<file path="src/rtl/bus_xfer_ctrl.sv">
// -----------------------------------------------------------------------------
// bus_xfer_ctrl
//
// Moves one data word over the shared labcpu data bus. The source can be a
// bus register or an external word, and the destination is a bus register.
// For a register source the controller enables that register onto the bus for
// one cycle and captures the word. It then drives the captured word back to
// all register inputs and strobes the destination's write enable for one cycle.
//
// Ports
//   i_w_clk        clock, all state changes on the rising edge
//   i_w_reset      asynchronous active-high reset
//   i_w_start      transfer request, only looked at while idle
//   i_w_src        source register index (ignored when i_w_src_ext = 1)
//   i_w_dst        destination register index
//   i_w_src_ext    1 = take the source word from i_w_ext_data
//   i_w_ext_data   external source word
//   i_w_bus_in     OR of all bus register outputs
//   o_w_oe         one-hot register output enables (READ only)
//   o_w_we         one-hot register write enables (WRITE only)
//   o_w_bus        write data to every register input (zero outside WRITE)
//   o_w_busy       high while in READ or WRITE
//   o_w_done       one-cycle pulse when a transfer completes
//   o_w_err        one-cycle pulse after a rejected request
//   o_w_xfer_count number of completed transfers, wraps at 256
// -----------------------------------------------------------------------------
module bus_xfer_ctrl #(
    parameter int p_data_width = 16,
    parameter int p_num_regs   = 8,
    parameter int p_idx_width  = 3
) (
    input  logic                    i_w_clk,
    input  logic                    i_w_reset,
    input  logic                    i_w_start,
    input  logic [p_idx_width-1:0]  i_w_src,
    input  logic [p_idx_width-1:0]  i_w_dst,
    input  logic                    i_w_src_ext,
    input  logic [p_data_width-1:0] i_w_ext_data,
    input  logic [p_data_width-1:0] i_w_bus_in,
    output logic [p_num_regs-1:0]   o_w_oe,
    output logic [p_num_regs-1:0]   o_w_we,
    output logic [p_data_width-1:0] o_w_bus,
    output logic                    o_w_busy,
    output logic                    o_w_done,
    output logic                    o_w_err,
    output logic [7:0]              o_w_xfer_count
);

    localparam logic [1:0] ST_IDLE  = 2'd0;
    localparam logic [1:0] ST_READ  = 2'd1;
    localparam logic [1:0] ST_WRITE = 2'd2;
    localparam logic [1:0] ST_DONE  = 2'd3;

    // Register count, widened by one bit so an index can be range-checked
    // even when p_num_regs equals 2**p_idx_width.
    localparam logic [p_idx_width:0] c_num_regs = p_num_regs[p_idx_width:0];

    logic [1:0]              r_state;
    logic [p_idx_width-1:0]  r_src;
    logic [p_idx_width-1:0]  r_dst;
    logic [p_data_width-1:0] r_hold;
    logic                    r_err;
    logic [7:0]              r_count;

    logic w_src_ok;
    logic w_dst_ok;
    logic w_reg_req_ok;
    logic w_ext_req_ok;

    assign w_src_ok     = ({1'b0, i_w_src} < c_num_regs);
    assign w_dst_ok     = ({1'b0, i_w_dst} < c_num_regs);
    assign w_reg_req_ok = !i_w_src_ext && (i_w_src != i_w_dst) && w_src_ok && w_dst_ok;
    assign w_ext_req_ok = i_w_src_ext && w_dst_ok;

    always_ff @(posedge i_w_clk or posedge i_w_reset) begin
        if (i_w_reset) begin
            r_state <= ST_IDLE;
            r_src   <= '0;
            r_dst   <= '0;
            r_hold  <= '0;
            r_err   <= 1'b0;
            r_count <= '0;
        end else begin
            // The error flag is a pulse. It is raised only by a rejected request.
            r_err <= 1'b0;
            case (r_state)
                ST_IDLE: begin
                    if (i_w_start) begin
                        if (w_reg_req_ok) begin
                            r_src   <= i_w_src;
                            r_dst   <= i_w_dst;
                            r_state <= ST_READ;
                        end else if (w_ext_req_ok) begin
                            // The external word skips the bus read phase.
                            r_hold  <= i_w_ext_data;
                            r_dst   <= i_w_dst;
                            r_state <= ST_WRITE;
                        end else begin
                            r_err <= 1'b1;
                        end
                    end
                end
                ST_READ: begin
                    r_hold  <= i_w_bus_in;
                    r_state <= ST_WRITE;
                end
                ST_WRITE: begin
                    // Update the count on entry to DONE so that it is already
                    // current while the done pulse is high.
                    r_count <= r_count + 8'd1;
                    r_state <= ST_DONE;
                end
                default: begin
                    r_state <= ST_IDLE;
                end
            endcase
        end
    end

    // Strobes are decoded from registered state and latched indices only.
    // A new request cannot reach them within the same cycle.
    generate
        for (genvar gi = 0; gi < p_num_regs; gi++) begin : g_strobe
            localparam int c_gi = gi;
            localparam logic [p_idx_width-1:0] c_idx = c_gi[p_idx_width-1:0];
            assign o_w_oe[gi] = (r_state == ST_READ)  && (r_src == c_idx);
            assign o_w_we[gi] = (r_state == ST_WRITE) && (r_dst == c_idx);
        end
    endgenerate

    assign o_w_bus        = (r_state == ST_WRITE) ? r_hold : '0;
    assign o_w_busy       = (r_state == ST_READ) || (r_state == ST_WRITE);
    assign o_w_done       = (r_state == ST_DONE);
    assign o_w_err        = r_err;
    assign o_w_xfer_count = r_count;

endmodule

</file>
<file path="config.mk">
export PLATFORM = sky130hd
export DESIGN_NAME = bus_xfer_ctrl
export DESIGN_NICKNAME = d
export VERILOG_FILES = /design/src/rtl/bus_xfer_ctrl.sv
export SDC_FILE = /design/constraint.sdc
export NUM_CORES = 1
export LEC_CHECK = 0
export BUFFER_PORTS_ARGS = -buffer_cell sky130_fd_sc_hd__buf_2
export CAP_MARGIN = 0
export CORE_AREA = 5 5 78 80
export DETAILED_ROUTE_END_ITERATION = 6
export DIE_AREA = 0 0 83 85
export GPL_TIMING_DRIVEN = 1
export HOLD_SLACK_MARGIN = 0.05
export PLACE_DENSITY = 0.64
export SYNTH_ARGS = -nofsm -noshare
export SYNTH_HDL_FRONTEND = slang
export SYNTH_SLANG_ARGS = --single-unit
</file>
<file path="constraint.sdc">
create_clock -name i_w_clk -period 2.78 [get_ports i_w_clk]
set_clock_uncertainty 0.15 [all_clocks]
set_input_delay 0.139 -clock i_w_clk [delete_from_list [all_inputs] [get_ports i_w_clk]]
set_output_delay 0.139 -clock i_w_clk [all_outputs]
set_load 0.005 [all_outputs]
</file>
==> results of run 1 <==
-- worst paths after layout --
check	endpoint	slack, ns	depth (start not counted)
worst max-delay path	r_hold[3]	0.32	6
worst min-delay path	r_state[1]	0.09	3
worst max register to register	r_hold[3]	0.32	6
worst min register to register	o_w_xfer_count[7]	0.31	1
max in group asynchronous	r_hold[11]	1.43	4
min in group asynchronous	o_w_xfer_count[2]	0.36	3
-- what timing repair did --
item | 4_1_cts | 5_1_grt
buffers inserted | 0 | 0
hold buffers | 41 | 0
hold endpoints to repair | 40 | 0
-- report_power, final --
| group | internal (mW) | leakage [nW] | switching [mW] |
|---|---|---|---|
| combinational | 0.612 | 0.948 | 0.598 |
| clock | 0.196 | 0.0443 | 0.171 |
| sequential | 0.698 | 0.410 | 0.171 |
| total | 1.51 | 1.40 | 0.939 |
-- cell type report --
cell class | count | area share (%)
Sequential cell | 33 | 29.4
Multi-Input combinational cell | 143 | 33.2
Inverter | 4 | 0.534
Timing Repair Buffer | 129 | 30.6
Tap cell | 72 | 3.20
Clock buffer | 7 | 3.07
-- cells by family (layout without fill, tap and decap cells) --
kind of cell / after synthesis / in the layout
xor gates and xnor gates: 10 / 10
AOI/OAI and AO/OA: 27 / 27
and+or+nand+nor: 77 / 77
adders and majority gates: 6 / 6
buffers and inverters: 11 / 140
muxes: 23 / 23
DFF: 33 / 33
-- per-layer routing --
metal	track usage [%]	vias to the layer above	share of wire, %
li1	-	888	-
met1	16.5	819	41
met2	26.0	53	50
met3	4.47	14	5.9
met4	7.13	0	3.2
met5	0	-	0
-- registers in the layout (all words and copies together) (netlist names) --
signal and cells:
r_hold 16, r_dst 3, r_state 2, r_src 3
o_w_err 1, o_w_xfer_count 8
-- cell usage after synthesis --
master and n:
mux2_1 6, a31oi_1 1, buf_2 5, nand2_1 27
nand3_1 5, mux2_2 1, nand4_1 2, xor2_1 3
a21oi_1 3, dfrtp_1 33, and2_1 16, a21boi_1 1
o21bai_2 1, o31ai_1 1, nand2b_1 7, o22ai_1 1
nor2_1 15, ha_1 6, a311oi_2 1, clkbuf_1 2
nor3_1 5, inv_1 4, o21ai_1 16, o21a_1 2
mux2i_1 16, xnor2_1 7
-- worst register-to-register path, cell delays in order (launching register included) --
cell,delay (ns)
dfrtp_1,0.43
inv_1,0.14
ha_1,0.39
buf_4,0.33
mux2i_1,0.27
dlygate4sd3_1,0.58
o21ai_1,0.05
==> impl_metrics.env, run 1 <==
export IMPL_seq_area_um2=826
export IMPL_die_h_um=85
export IMPL_cts_reportedPaths_clkPinSlew_ns=0.07
export IMPL_synth_mux_area_share_pct=13.3
export IMPL_slowest_delay_ns=0.58
export IMPL_diodes=0
export IMPL_worst_hold_startpoint="i_w_start"
export IMPL_fin_nets=364
export IMPL_dpl_cell_area_mm2=0.00231
export IMPL_cts_tree="done"
export IMPL_final_common_cell="buf_2"
export IMPL_cts_root_buf="clkbuf_8"
export IMPL_drv_cap=0
export IMPL_synth_top_area_share_pct=45.8
export IMPL_path_class="flip-flop to flip-flop"
export IMPL_clockBufferDepth=2
export IMPL_worstReg2RegStart="r_state[1]"
export IMPL_final_cell_mix="buf_2 (84), dlygate4sd3_1 (41), dfrtp_1 (33)"
export IMPL_overflow=0
export IMPL_maxClockFrequency_ghz=0.407
export IMPL_drt_iter0_drc=41
export IMPL_hpwl_um=3470
export IMPL_ys_warnings_count=0
export IMPL_grt_pass1_wl_um=8550
export IMPL_syn_area_per_cell_um2=9.64
export IMPL_startpoint="r_state[1]"
export IMPL_synth_seq_area_share_pct=45.8
export IMPL_antenna_found_initial=0
export IMPL_post_cts_resized=0
export IMPL_power_per_cell_area_mw_per_mm2=870
export IMPL_synth_simple_area_share_pct=20.2
export IMPL_synthDistinctLibCells=26
export IMPL_wl_per_cell_um=12.9
export IMPL_synth_top_family_by_area="simple AND/OR/NAND/NOR gates"
export IMPL_die_w_um=83
export IMPL_path_cells="inv_1 > ha_1 > buf_4 > mux2i_1 > dlygate4sd3_1 > o21ai_1"
export IMPL_num_vias=1774
export IMPL_row_count=27
export IMPL_total_power_mw=2.45
export IMPL_die_area_mm2=0.00706
export IMPL_gp_congestion=0.792
export IMPL_cts_max_level=2
export IMPL_ir_worst_vdd_v=0.000372
export IMPL_worst_slew_pin_slew_ns=0.699
export IMPL_dr_pass1_iters=4
export IMPL_final_cells=388
export IMPL_drcViolationCount=0
export IMPL_cp_required_ns=2.79
export IMPL_dp_cells=340
export IMPL_cp_max_fo=13
export IMPL_hold_ws_ns=0.0851
export IMPL_area_growth_synth_to_final_pct=55.9
export IMPL_status="complete, no violations"
export IMPL_grt_pass1_vias=1841
export IMPL_synth_fp_nets=235
export IMPL_postSynthCellCount=187
export IMPL_cp_start_kind="flip-flop"
export IMPL_min_period_over_period_pct=88.4
export IMPL_via_per_inst=4.57
export IMPL_coreArea_mm2=0.00534
export IMPL_relSlewSlack_pct=53.4
export IMPL_antenna_left=0
export IMPL_post_place_ws_ns=0.744
export IMPL_grt_total_usage_pct=14.9
export IMPL_utilization_pct=52.7
export IMPL_yosys_area_share_adder_pct=4.16
export IMPL_maxSlewViolCount=0
export IMPL_synth_compound_gate_area_share_pct=9.09
export IMPL_p_leak_nw=1.40
export IMPL_setup_viol=0
export IMPL_synth_xor_area_share_pct=4.86
export IMPL_initial_core_util_pct=33.8
export IMPL_final_hold_viol_count=0
export IMPL_crit_family="buffers and inverters"
export IMPL_ys_seq_elements=33
export IMPL_synth_area_mm2=0.00180
export IMPL_drive_above_1_share_pct=31.0
export IMPL_critPathBufInv=3
export IMPL_worst_slack_ns=0.323
export IMPL_insertion_delay_ns=0.28
export IMPL_wl_um=5010
export IMPL_synth_area_top_cells="dfrtp_1 (46%), mux2i_1 (8.9%), nand2_1 (5.6%)"
export IMPL_clkSinkCount=33
export IMPL_end_kind="flip-flop"
export IMPL_grt_max_degree=33
export IMPL_numCtsBuffers=5
export IMPL_multiInputGateArea_um2=933
export IMPL_cp_slowest_cell="dlygate4sd3_1"
export IMPL_numPortBuffers=84
export IMPL_hold_path_class="input pin to flip-flop"
export IMPL_yosysTopAreaCell="dfrtp_1"
export IMPL_final_area_mm2=0.00281
export IMPL_rsz0062_at_grt="no"
export IMPL_period_minus_slack_ns=2.46
export IMPL_pin_count=85
export IMPL_crit_arrival_ns=2.47
export IMPL_nFillCells=510
export IMPL_tns_ns=0
Note: power is estimated with default switching activity, not from simulation.
==> run 2: changes to the inputs <==
--- a/config.mk
+++ b/config.mk
@@ -13,6 +13,7 @@
 export GPL_TIMING_DRIVEN = 1
 export HOLD_SLACK_MARGIN = 0.05
 export PLACE_DENSITY = 0.64
+export REMOVE_ABC_BUFFERS = 1
 export SYNTH_ARGS = -nofsm -noshare
 export SYNTH_HDL_FRONTEND = slang
 export SYNTH_SLANG_ARGS = --single-unit
==> run 2 against run 1 <==
Effect of this change:
- critical path depth did not move
- final area rose by 0.27%
- hold slack got worse by 0.024 ns
- sequential power barely moved
- highest routed layer unchanged
==> impl_metrics.env, run 2 (synthesis gave the netlist of run 1 again) <==
export IMPL_worstReg2RegStart="r_state[1]"
export IMPL_die_h_um=85
export IMPL_grt_use_met2_pct=25.7
export IMPL_period_minus_slack_ns=2.28
export IMPL_drive_above_1_share_pct=31.4
export IMPL_hpwl_um=3220
export IMPL_diodes=0
export IMPL_slowest_delay_ns=0.58
export IMPL_wl_per_cell_um=12.3
export IMPL_top_register="r_hold"
export IMPL_die_w_um=83
export IMPL_pin_count=85
export IMPL_cp_start_kind="flip-flop"
export IMPL_row_count=27
export IMPL_grt_max_degree=33
export IMPL_cts_max_level=2
export IMPL_maxSlewViolCount=0
export IMPL_setup_viol=0
export IMPL_cp_required_ns=2.79
export IMPL_gp_congestion=0.771
export IMPL_initial_core_util_pct=33.8
export IMPL_die_area_mm2=0.00706
export IMPL_final_common_cell="buf_2"
export IMPL_relSlewSlack_pct=55.5
export IMPL_worst_hold_startpoint="i_w_start"
export IMPL_antenna_left=0
export IMPL_tns_ns=0
export IMPL_insertion_delay_ns=0.27
export IMPL_r2r_setup_slack_ns=0.50
export IMPL_maxClockFrequency_ghz=0.438
export IMPL_area_growth_synth_to_final_pct=56.3
export IMPL_nFillCells=501
export IMPL_ir_worst_vdd_v=0.000429
export IMPL_total_power_mw=2.48
export IMPL_coreArea_mm2=0.00534
export IMPL_clockBufferDepth=2
export IMPL_grt_total_usage_pct=14.1
export IMPL_final_hold_viol_count=0
export IMPL_cts_reportedPaths_clkPinSlew_ns=0.07
export IMPL_path_class="flip-flop to flip-flop"
export IMPL_postCtsSetupRepairBufs=0
export IMPL_whs_path_depth=3
export IMPL_p_leak_nw=1.40
export IMPL_overflow=0
export IMPL_status="complete, no violations"
export IMPL_critPathBufInv=3
export IMPL_end_kind="flip-flop"
export IMPL_path_cells="inv_1 > ha_1 > buf_4 > mux2i_1 > dlygate4sd3_1 > o21ai_1"
export IMPL_numCtsBuffers=5
export IMPL_cts_root_buf="clkbuf_8"
export IMPL_grt_pass1_vias=1813
export IMPL_multiInputGateArea_um2=933
export IMPL_min_period_over_period_pct=82.2
export IMPL_dr_pass1_iters=4
export IMPL_numPortBuffers=84
export IMPL_fin_nets=363
export IMPL_wl_um=4770
export IMPL_final_cell_mix="buf_2 (84), dlygate4sd3_1 (40), dfrtp_1 (33)"
export IMPL_drcViolationCount=0
export IMPL_grt_busiest_layer="met2"
export IMPL_cts_tree="done"
export IMPL_crit_family="buffers and inverters"
export IMPL_cp_slowest_cell="dlygate4sd3_1"
export IMPL_met3_usage_pct=5.05
export IMPL_hold_path_endpoint="o_w_err"
export IMPL_worst_slew_pin_slew_ns=0.667
export IMPL_antenna_found_initial=0
export IMPL_grt_pass1_wl_um=8210
export IMPL_ff2ff_path_depth=6
export IMPL_hold_path_class="input pin to flip-flop"
export IMPL_power_per_cell_area_mw_per_mm2=879
export IMPL_rsz0062_at_grt="no"
export IMPL_drt_iter0_drc=43
export IMPL_crit_arrival_ns=2.29
export IMPL_cp_max_fo=17
export IMPL_seq_area_um2=826
export IMPL_drv_cap=0
export IMPL_r2r_end="r_hold[2]"
export IMPL_via_per_inst=4.43
export IMPL_num_vias=1714
export IMPL_largest_reg_flops=16
export IMPL_grt_use_met1_pct=15.6
export IMPL_clkSinkCount=33
run 2: per-layer routing:
layer	routed length, um	vias to the layer above
met5	0	-
met2	2480	62
met4	14	0
li1	-	883
met3	335	2
met1	1930	767
run 2: worst reg2reg max path: cells and delay by family, from the launching register on:
kind	cells	cell delay (ns)
adder cells (fa/ha/maj)	1	0.22
buffers and inverters	3	1.04
AO/OA/AOI/OAI	1	0.06
flip-flops	1	0.43
multiplexers	1	0.25
run 2: final cells by class:
cell class / count / share of cell area, %
inverter: 4 / 0.533
multi-input combinational: 143 / 33.1
sequential: 33 / 29.3
timing repair buffer: 128 / 30.2
clock buffer: 5 / 2.44
clock inverter: 2 / 1.24
tap: 72 / 3.20
run 2: how the worst max path moves through the flow:
stage | start | end | slack (ns) | cells past startpoint
global route | r_state[0] | o_w_we[1] | 0.38 | 5
CTS | r_state[1] | r_hold[12] | 0.49 | 6
finish | r_state[1] | r_hold[2] | 0.50 | 6
floorplan | r_state[1] | r_hold[0] | 0.14 | 4
global placement | r_state[1] | r_src[1] | 0.85 | 5
detailed placement | r_state[1] | r_src[0] | 0.77 | 5
run 2: timing repair:
| item | in CTS | in global routing |
|---|---|---|
| gates resized for setup | 0 | 0 |
| hold buffers | 40 | 0 |
| endpoints found under the hold margin | 40 | 0 |
run 2: metrics by stage:
| step | util, % | instances | setup WS (ns) | hold slack, ns | instance area, um2 |
|---|---|---|---|---|---|
| 5_1_grt | 52.8 | 387 | 0.379 | 0.0863 | 2820 |
| 3_5_place_dp | 43.4 | 340 | 0.772 | 0.133 | 2310 |
| 4_1_cts | 52.8 | 387 | 0.486 | 0.0503 | 2820 |
| 6_report | 52.8 | 387 | 0.496 | 0.0616 | 2820 |
| 3_3_place_gp | 43.4 | 340 | 0.850 | 0.126 | 2310 |
| 2_1_floorplan | - | 180 | 0.135 | 0.0625 | 1770 |
run 2: where the power goes:
group	internal, mW	switching (mW)
Clock	0.260	0.170
Combinational	0.609	0.573
Sequential	0.698	0.169
==> run 3: changes to the inputs <==
==> constraint.sdc (replaced) <==
create_clock -name i_w_clk -period 2.4 [get_ports i_w_clk]
set_clock_uncertainty 0.15 [all_clocks]
set_input_delay 0.12 -clock i_w_clk [delete_from_list [all_inputs] [get_ports i_w_clk]]
set_output_delay 0.12 -clock i_w_clk [all_outputs]
set_load 0.005 [all_outputs]
==> run 3 against run 2 <==
Effect of this change:
- maximum frequency is 3.6% higher
- sequential share of layout area is 0.25 points lower
- combinational power is 18% higher
- worst setup slack got worse by 0.30 ns
- hold slack improved by 0.26 ns
- first-iteration DRC count increased by 12%
- critical path type unchanged
- largest cell class unchanged
==> impl_metrics.env, run 3 (synthesis gave the netlist of run 1 again) <==
export IMPL_numCtsBuffers=5
export IMPL_grt_pass1_vias=1861
export IMPL_drv_cap=0
export IMPL_maxSlewViolCount=0
export IMPL_power_frac_comb_pct=48.6
export IMPL_r2r_setup_slack_ns=0.19
export IMPL_crit_arrival_ns=2.22
export IMPL_cts_max_level=2
export IMPL_row_count=27
export IMPL_cts_tree="done"
export IMPL_diodes=0
export IMPL_drive_above_1_share_pct=31.8
export IMPL_tns_ns=0
export IMPL_worst_slew_pin_slew_ns=0.882
export IMPL_cts_reportedPaths_clkPinSlew_ns=0.07
export IMPL_cp_required_ns=2.41
export IMPL_ir_worst_vdd_v=0.000393
export IMPL_overflow=0
export IMPL_worst_slack_ns=0.194
export IMPL_worst_hold_startpoint="o_w_xfer_count[7]"
export IMPL_min_period_over_period_pct=91.9
export IMPL_maxClockFrequency_ghz=0.453
export IMPL_worstReg2RegStart="r_state[1]"
export IMPL_utilization_pct=53.3
export IMPL_die_w_um=83
export IMPL_cp_start_kind="flip-flop"
export IMPL_power_per_cell_area_mw_per_mm2=1010
export IMPL_coreArea_mm2=0.00534
export IMPL_antenna_left=0
export IMPL_via_per_inst=4.52
export IMPL_antenna_found_initial=0
export IMPL_insertion_delay_ns=0.28
export IMPL_hold_path_class="flip-flop to flip-flop"
export IMPL_total_power_mw=2.87
export IMPL_num_vias=1763
export IMPL_post_place_ws_ns=0.394
export IMPL_path_class="flip-flop to flip-flop"
export IMPL_relSlewSlack_pct=41.2
export IMPL_wl_per_cell_um=12.7
export IMPL_ff2ff_path_depth=6
export IMPL_die_area_mm2=0.00706
export IMPL_final_cells=390
export IMPL_power_internal_mw=1.78
export IMPL_dr_pass1_iters=4
export IMPL_wl_um=4940
export IMPL_swShare_pct=37.8
export IMPL_p_seq_share_pct=35.4
export IMPL_initial_core_util_pct=33.8
export IMPL_setup_viol=0
export IMPL_final_common_cell="buf_2"
export IMPL_drt_iter0_drc=48
export IMPL_clkPwrFrac_pct=16.0
export IMPL_final_hold_viol_count=0
export IMPL_status="complete, no violations"
export IMPL_cts_root_buf="clkbuf_8"
export IMPL_final_cell_mix="buf_2 (84), dlygate4sd3_1 (42), dfrtp_1 (33)"
export IMPL_largest_reg_flops=16
export IMPL_period_minus_slack_ns=2.21
export IMPL_p_switching_mw=1.08
export IMPL_grt_max_degree=33
export IMPL_cp_max_fo=16
export IMPL_numPortBuffers=84
export IMPL_die_h_um=85
export IMPL_drcViolationCount=0
export IMPL_hold_path_endpoint="o_w_xfer_count[7]"
export IMPL_p_leak_nw=1.41
export IMPL_area_growth_synth_to_final_pct=57.7
export IMPL_top_register="r_hold"
export IMPL_clkSinkCount=33
export IMPL_dp_cells=340
export IMPL_r2r_end="r_hold[1]"
export IMPL_end_kind="flip-flop"
export IMPL_hpwl_um=3300
export IMPL_whs_path_depth=1
export IMPL_grt_pass1_wl_um=8460
export IMPL_rsz0062_at_grt="no"
export IMPL_clockBufferDepth=2
export IMPL_pin_count=85
export IMPL_grt_total_usage_pct=14.5
export IMPL_fin_nets=365
export IMPL_gp_congestion=0.741
run 3: cell types whose count changed in the layout (fill, tap and decap cells not counted):
cell           change
ha_1               -1
buf_4              -1
ha_2               +1
buf_6              +1
dlygate4sd3_1      +2
clkbuf_8           +2
bufinv_16          -1
run 3: power groups by stage:
| stage | Sequential, mW | Clock (mW) | Combinational (mW) |
|---|---|---|---|
| after floorplan | 0.978 | 0 | 0.823 |
| after global placement | 1.01 | 0 | 1.24 |
| after detailed placement | 1.03 | 0 | 1.27 |
| after CTS | 1.02 | 0.473 | 1.40 |
| after global routing | 1.06 | 0.497 | 1.57 |
| final | 1.02 | 0.458 | 1.39 |
run 3: critical path, stage by stage, from the launching register on:
cell	delay, ns
dfrtp_1	0.43
inv_1	0.14
ha_2	0.27
buf_6	0.24
mux2i_1	0.23
dlygate4sd3_1	0.57
o21ai_1	0.05
run 3: worst max path at each step:
stage	from	to	slack, ns
after floorplan	r_state[1]	r_hold[0]	-0.24
after global placement	r_state[1]	r_src[1]	0.46
after detailed placement	r_state[1]	r_src[1]	0.39
after CTS	r_state[1]	r_hold[12]	0.07
after global routing	r_state[1]	r_hold[1]	0.05
final	r_state[1]	r_hold[1]	0.19
run 3: area by class of cell:
| cell class | instances | area, um2 |
|---|---|---|
| multi-input cells | 143 | 936 |
| clock inverters | 1 | 5.00 |
| well taps | 72 | 90.1 |
| inverters | 4 | 15.0 |
| fillers | 513 | 2490 |
| clock buffers | 7 | 96.3 |
| flip-flops and latches | 33 | 826 |
| repair buffers | 130 | 875 |
run 3: metrics by stage:
step	hold slack [ns]	cell area, um2
3_5_place_dp	0.204	2310
5_1_grt	0.352	2840
2_1_floorplan	0.0435	1770
4_1_cts	0.322	2840
6_report	0.318	2840
3_3_place_gp	0.197	2310
run 3: what timing repair did:
action                                  CTS  global route
endpoints found under the setup margin    0            14
hold buffers                             42             0
buffers inserted                          0             0
hold endpoints to repair                 46             0
resized for setup                         0             2
run 3: per-layer routing:
layer / wire length [um] / track usage [%]
met1: 1970 / 15.5
met2: 2560 / 27.2
met3: 369 / 5.34
met4: 38 / 3.12
met5: 0 / 0
